File: src/rtl/dram_arbiter_pkg.sv
// Shared types for the two-port DRAM arbiter: request/response structs, FSM state
// and the winner-selection helper.
package dram_arbiter_pkg;

  localparam int unsigned ADDR_W = 32;
  localparam int unsigned DATA_W = 32;
  localparam int unsigned STRB_W = DATA_W / 8;
  localparam bit DATA_PRIO_DEFAULT = 1'b0;

  typedef struct packed {
    logic              mem_valid;
    logic              mem_instr;
    logic              mem_mode;   // 1 = write
    logic [ADDR_W-1:0] mem_addr;
    logic [DATA_W-1:0] mem_wdata;
    logic [STRB_W-1:0] mem_wstrb;
  } mem_in_type;

  typedef struct packed {
    logic              mem_ready;
    logic              mem_error;
    logic [DATA_W-1:0] mem_rdata;
  } mem_out_type;

  typedef enum logic [1:0] {IDLE = 2'd0, WAIT = 2'd1, RESP = 2'd2} arb_state_t;
  typedef enum logic {PORT_I = 1'b0, PORT_D = 1'b1} arb_port_t;

  // A tie goes to data under fixed priority, otherwise to the port that did not win last.
  function automatic arb_port_t pick_winner(input logic pend_i, input logic pend_d,
                                            input logic data_prio, input arb_port_t rr_last);
    arb_port_t w;
    if (pend_i && pend_d) begin
      if (data_prio) begin
        w = PORT_D;
      end else if (rr_last == PORT_I) begin
        w = PORT_D;
      end else begin
        w = PORT_I;
      end
    end else if (pend_d) begin
      w = PORT_D;
    end else begin
      w = PORT_I;
    end
    return w;
  endfunction

endpackage

File: src/rtl/dram_arbiter_chk.sv
// Protocol invariants of the arbiter outputs; simulation only, no logic.
module dram_arbiter_chk (
  input logic clock,
  input logic reset,
  input logic imem_ready,
  input logic dmem_ready,
  input logic dram_valid
);

  a_one_owner: assert property (@(posedge clock) disable iff (!reset)
    !(imem_ready && dmem_ready));

  a_valid_pulse: assert property (@(posedge clock) disable iff (!reset)
    dram_valid |=> !dram_valid);

endmodule

File: src/rtl/dram_arbiter_req_buf.sv
// Single-entry pending request register for one arbiter port. An incoming pulse is
// also visible combinationally so an idle arbiter can issue it on the next edge.
module arb_req_buf
  import dram_arbiter_pkg::*;
(
  input  logic       clock,
  input  logic       reset,
  input  mem_in_type req,
  input  logic       clr,
  output logic       avail,
  output mem_in_type view,
  output logic       overrun
);

  logic       pend_r;
  mem_in_type entry_r;
  logic       overrun_r;

  // Capture only into an empty entry; a pulse on a full entry is dropped and flagged
  always_ff @(posedge clock or negedge reset) begin
    if (!reset) begin
      pend_r    <= 1'b0;
      entry_r   <= '0;
      overrun_r <= 1'b0;
    end else begin
      if (clr) begin
        pend_r <= 1'b0;
      end else if (req.mem_valid && !pend_r) begin
        pend_r  <= 1'b1;
        entry_r <= req;
      end
      if (req.mem_valid && pend_r) begin
        overrun_r <= 1'b1;
      end
    end
  end

  // Present the held entry, or the fresh request when nothing is held
  always_comb begin
    avail = pend_r | req.mem_valid;
    if (pend_r) begin
      view = entry_r;
    end else begin
      view = req;
    end
  end

  assign overrun = overrun_r;

endmodule

File: src/rtl/dram_arbiter.sv
// Two-port to one-port DRAM request arbiter: one transaction in flight, responses
// routed back to the issuing port, round-robin or fixed data priority on ties.
module dram_arbiter
  import dram_arbiter_pkg::*;
#(
  parameter bit DATA_PRIO = DATA_PRIO_DEFAULT
) (
  input  logic        clock,
  input  logic        reset,
  input  mem_in_type  imem_in,
  output mem_out_type imem_out,
  input  mem_in_type  dmem_in,
  output mem_out_type dmem_out,
  output mem_in_type  dram_in,
  input  mem_out_type dram_out
);

  arb_state_t  state_r, state_s;
  arb_port_t   owner_r, owner_s;
  arb_port_t   rr_last_r, rr_last_s;
  arb_port_t   winner_s;
  mem_in_type  dram_in_r, dram_in_s;
  mem_out_type imem_out_r, imem_out_s;
  mem_out_type dmem_out_r, dmem_out_s;
  logic        clr_i_s, clr_d_s;
  logic        avail_i_s, avail_d_s;
  mem_in_type  view_i_s, view_d_s;
  logic        err_overrun_i_s, err_overrun_d_s;
  logic        err_stray_r;

  arb_req_buf u_buf_i (
    .clock   (clock),
    .reset   (reset),
    .req     (imem_in),
    .clr     (clr_i_s),
    .avail   (avail_i_s),
    .view    (view_i_s),
    .overrun (err_overrun_i_s)
  );

  arb_req_buf u_buf_d (
    .clock   (clock),
    .reset   (reset),
    .req     (dmem_in),
    .clr     (clr_d_s),
    .avail   (avail_d_s),
    .view    (view_d_s),
    .overrun (err_overrun_d_s)
  );

  // Next-state and next-output logic; every output is registered below
  always_comb begin
    state_s              = state_r;
    owner_s              = owner_r;
    rr_last_s            = rr_last_r;
    dram_in_s            = dram_in_r;
    dram_in_s.mem_valid  = 1'b0;
    imem_out_s           = imem_out_r;
    imem_out_s.mem_ready = 1'b0;
    dmem_out_s           = dmem_out_r;
    dmem_out_s.mem_ready = 1'b0;
    clr_i_s              = 1'b0;
    clr_d_s              = 1'b0;
    winner_s             = pick_winner(avail_i_s, avail_d_s, DATA_PRIO, rr_last_r);
    case (state_r)
      IDLE: begin
        if (avail_i_s || avail_d_s) begin
          if (winner_s == PORT_D) begin
            dram_in_s = view_d_s;
          end else begin
            dram_in_s = view_i_s;
          end
          dram_in_s.mem_valid = 1'b1;
          owner_s             = winner_s;
          rr_last_s           = winner_s;
          state_s             = WAIT;
        end else begin
          state_s = IDLE;
        end
      end
      WAIT: begin
        if (dram_out.mem_ready) begin
          if (owner_r == PORT_D) begin
            dmem_out_s = dram_out;
            clr_d_s    = 1'b1;
          end else begin
            imem_out_s = dram_out;
            clr_i_s    = 1'b1;
          end
          state_s = RESP;
        end else begin
          state_s = WAIT;
        end
      end
      RESP: begin
        state_s = IDLE;
      end
      default: begin
        state_s = IDLE;
      end
    endcase
  end

  // State and output registers; a downstream response outside WAIT is a sticky error
  always_ff @(posedge clock or negedge reset) begin
    if (!reset) begin
      state_r     <= IDLE;
      owner_r     <= PORT_I;
      rr_last_r   <= PORT_I;
      dram_in_r   <= '0;
      imem_out_r  <= '0;
      dmem_out_r  <= '0;
      err_stray_r <= 1'b0;
    end else begin
      state_r    <= state_s;
      owner_r    <= owner_s;
      rr_last_r  <= rr_last_s;
      dram_in_r  <= dram_in_s;
      imem_out_r <= imem_out_s;
      dmem_out_r <= dmem_out_s;
      if (dram_out.mem_ready && (state_r != WAIT)) begin
        err_stray_r <= 1'b1;
      end
    end
  end

  assign dram_in  = dram_in_r;
  assign imem_out = imem_out_r;
  assign dmem_out = dmem_out_r;

  dram_arbiter_chk u_chk (
    .clock      (clock),
    .reset      (reset),
    .imem_ready (imem_out_r.mem_ready),
    .dmem_ready (dmem_out_r.mem_ready),
    .dram_valid (dram_in_r.mem_valid)
  );

endmodule

File: config.mk
export PLATFORM = sky130hd
export DESIGN_NAME = dram_arbiter
export DESIGN_NICKNAME = d
export VERILOG_FILES = /design/src/rtl/dram_arbiter_pkg.sv /design/src/rtl/dram_arbiter_chk.sv /design/src/rtl/dram_arbiter_req_buf.sv /design/src/rtl/dram_arbiter.sv
export SDC_FILE = /design/constraint.sdc
export NUM_CORES = 1
export LEC_CHECK = 0
export CAP_MARGIN = 20
export CORE_MARGIN = 2
export CORE_UTILIZATION = 54
export DETAILED_ROUTE_END_ITERATION = 10
export HOLD_SLACK_MARGIN = 0.1
export PLACE_DENSITY = 0.83
export SYNTH_ARGS = -nofsm -noshare
export SYNTH_HDL_FRONTEND = slang
export SYNTH_SLANG_ARGS = --single-unit
File: constraint.sdc
create_clock -name clock -period 4.6 [get_ports clock]
set_clock_uncertainty 0.15 [all_clocks]
set_input_delay 1.38 -clock clock [delete_from_list [all_inputs] [get_ports clock]]
set_output_delay 1.38 -clock clock [all_outputs]
set_load 0.1 [all_outputs]
==> metrics.cfg <==
[run_status]
outcome = complete, no violations

[clock_tree]
clockBufferDepth = 3
ctsResizeCount = 0
cts_buffers = 30
clkSlewWorstSetupHoldPaths_ns = 0.06
cts.sinks = 284
cts_root_buf = clkbuf_16
worstSkewPairLatency_ns = 0.55
htreeDepth = 1
cts_hold_buf = 0
cts_setup_buffers = 0
cts_tree = yes

[synth]
synth-async-reset-ratio_pct = 100.0
syn-num-nets = 1216
synth_fa_ha_area_share_pct = 0
synth-seq-cells = 284
synth_compound_area_share_pct = 15.95
synthMuxAreaShare_pct = 19.37
synthCells = 1038
synth-simple-area-share_pct = 7.292
seq_area_frac_synth_pct = 53.31
synth-main-ff-cell = dfrtp_1
synth_top_family_by_area = multiplexers
synth_cell_types = 25
syn_area_per_cell_um2 = 12.84
synth_xor_area_share_pct = 0
synth_warnings = 0
synth_edf_count = 0
syn_area_mm2 = 0.01333

[route]
firstDrtPassIters = 5
wire_per_inst_um = 23.03
route.vias.total = 10120
routed_via_density = 6.126
drt-initial-drc-count = 850
ant_nets = 0
drcViolationCount = 0
wirelength_um = 38050

[timing]
min_period_ns = 3.654
setup_viol = 0
fmax_mhz = 273.7
grt_setup_unrepaired = no
tns_ns = 0
finalCritPeriodShare_pct = 79.43
hold_violations = 0
slew_viol_final = 0
worst_pin_slew_ns = 1.062
slew-limit-headroom_pct = 29.00

[critical_path]
worstSetupPathType = register to primary output
regToRegStartpoint = u_buf_d.pend_r
worstPathMaxFanout = 2
path_cells = clkdlybuf4s50_1
cp_slowest_stage_delay_ns = 1.19
crit_path_end_kind = primary output
arrival_ns = 2.12
start_kind = register
cp.required_ns = 3.07
reg2regPathDepth = 4
cpLargestDelayFamily = buffers and inverters
worst_r2r_endpoint = dram_in[0]
path_buf_inv = 1
cpMaxStageDelayCell = clkdlybuf4s50_1
reg2reg_slack_ns = 1.78

[floorplanning]
start_util_pct = 54.98
core_area_mm2 = 0.02425
die_height_um = 161.1
dieArea_mm2 = 0.02596
num_rows = 57
die_width_um = 161.1
pin_count = 317

[global_route]
grt_pass1_vias = 11000
grt_pass1_wl_um = 60380
grt.overflow.total = 0
antenna_found_initial = 5
grt_max_degree = 90
grtUsageTotal_pct = 29.20

[job]
max_cap_violations = 0

[layout]
final_util_pct = 72.94
area_delta_synth_final_pct = 32.67
fill_cells = 1608
fin_nets = 1484
final_layout_size_suffix_gt1_share_pct = 21.95

[place]
hpwl_um = 24460
gp_congestion = 0.7834
portBuffers = 316

[min_path]
hold_path_startpoint = dmem_out[30]
min_path_type = register to register
min_to = dmem_out[30]
hold_path_depth = 1

registers in the layout, summed over array words and instances (netlist names):
| register | cells |
|---|---|
| dram_in | 71 |
| u_buf_d.entry_r | 70 |
| u_buf_i.entry_r | 70 |
| dmem_out | 34 |
| imem_out | 34 |
| state_r | 2 |
| rr_last_r | 1 |
| u_buf_d.pend_r | 1 |
| u_buf_i.pend_r | 1 |
how the worst max path moves through the flow:
stage	startpoint	to	depth (start not counted)
final	dram_in[1]	dram_in[1]	1
after global routing	dram_in[1]	dram_in[1]	1
after CTS	dram_in[1]	dram_in[1]	1
after detailed placement	dmem_in[70]	dram_in[27]	5
after global placement	dmem_in[70]	dram_in[32]	5
after floorplan	dram_out[33]	u_buf_i.entry_r[0]	6
worst reg2reg max path, stage by stage (launching register included):
cell and delay, ns:
dfrtp_4 0.82, or2_2 0.60, buf_4 0.63, a221oi_1 0.19, o31ai_1 0.32
synth_stat cells (5+ instances only):
cell,count,area [um2]
dfrtp_1,284,7107
clkbuf_1,72,270.3
nor2b_1,140,875.8
a221oi_1,70,613.1
mux2_2,136,1531
nor2_1,5,18.77
a2111oi_0,70,613.1
buf_6,15,168.9
o21ai_0,71,355.3
buf_2,17,85.08
mux2_4,70,1051
o31ai_1,70,525.5
placed cells by master (no fill, tap or decap), types with 2 or more instances in the layout:
master / count
a2111oi_0: 70
a221oi_1: 70
buf_12: 5
buf_4: 21
bufinv_16: 3
clkbuf_1: 5
clkbuf_16: 31
clkbuf_8: 5
clkdlybuf4s50_1: 315
clkinv_2: 7
dfrtp_1: 282
dfrtp_4: 2
diode_2: 2
inv_1: 3
mux2_2: 136
mux2_4: 70
nor2_1: 4
nor2b_1: 140
o21ai_0: 71
o31ai_1: 70
or2_2: 3
cell families (layout without fill, tap and decap cells):
kind of cell           after synthesis  in the layout
flip-flops                         284            284
buffers and inverters              109            397
AND/OR/NAND/NOR                    155            155
AO/OA/AOI/OAI                      284            284
multiplexers                       206            206
other                                0              2
stage by stage:
stage,setup WS [ns],hold WS (ns),cells,instance area [um2]
global placement,0.7805,0.3323,1598,16680
finish,0.9461,0.3536,1652,17690
global route,0.9152,0.3599,1652,17690
floorplan,1.707,0.3249,1038,13330
CTS,0.9205,0.3535,1650,17680
detailed placement,0.6922,0.3379,1598,16680
final cells by class:
cell class              count  area (um2)  share of cell area (%)
flip-flops and latches    284        7114                   40.22
multi-input cells         645        5728                   32.39
well taps                 324       405.4                   2.292
clock inverters            11       133.9                  0.7569
diodes                      2       5.005                 0.02830
inverters                   3       11.26                 0.06367
clock buffers              41       863.3                   4.881
repair buffers            342        3426                   19.37
routing by layer:
layer	up-vias	GRT usage, %	share of wire [%]
li1	4459	-	-
met3	84	9.040	10
met4	6	9.781	2.8
met1	5054	37.08	39
met2	517	47.95	47
met5	-	0	0.081
Power is left out: the tool's default activity adds up to more than one toggle a clock period on the data nets, which glitch-free logic cannot reach.
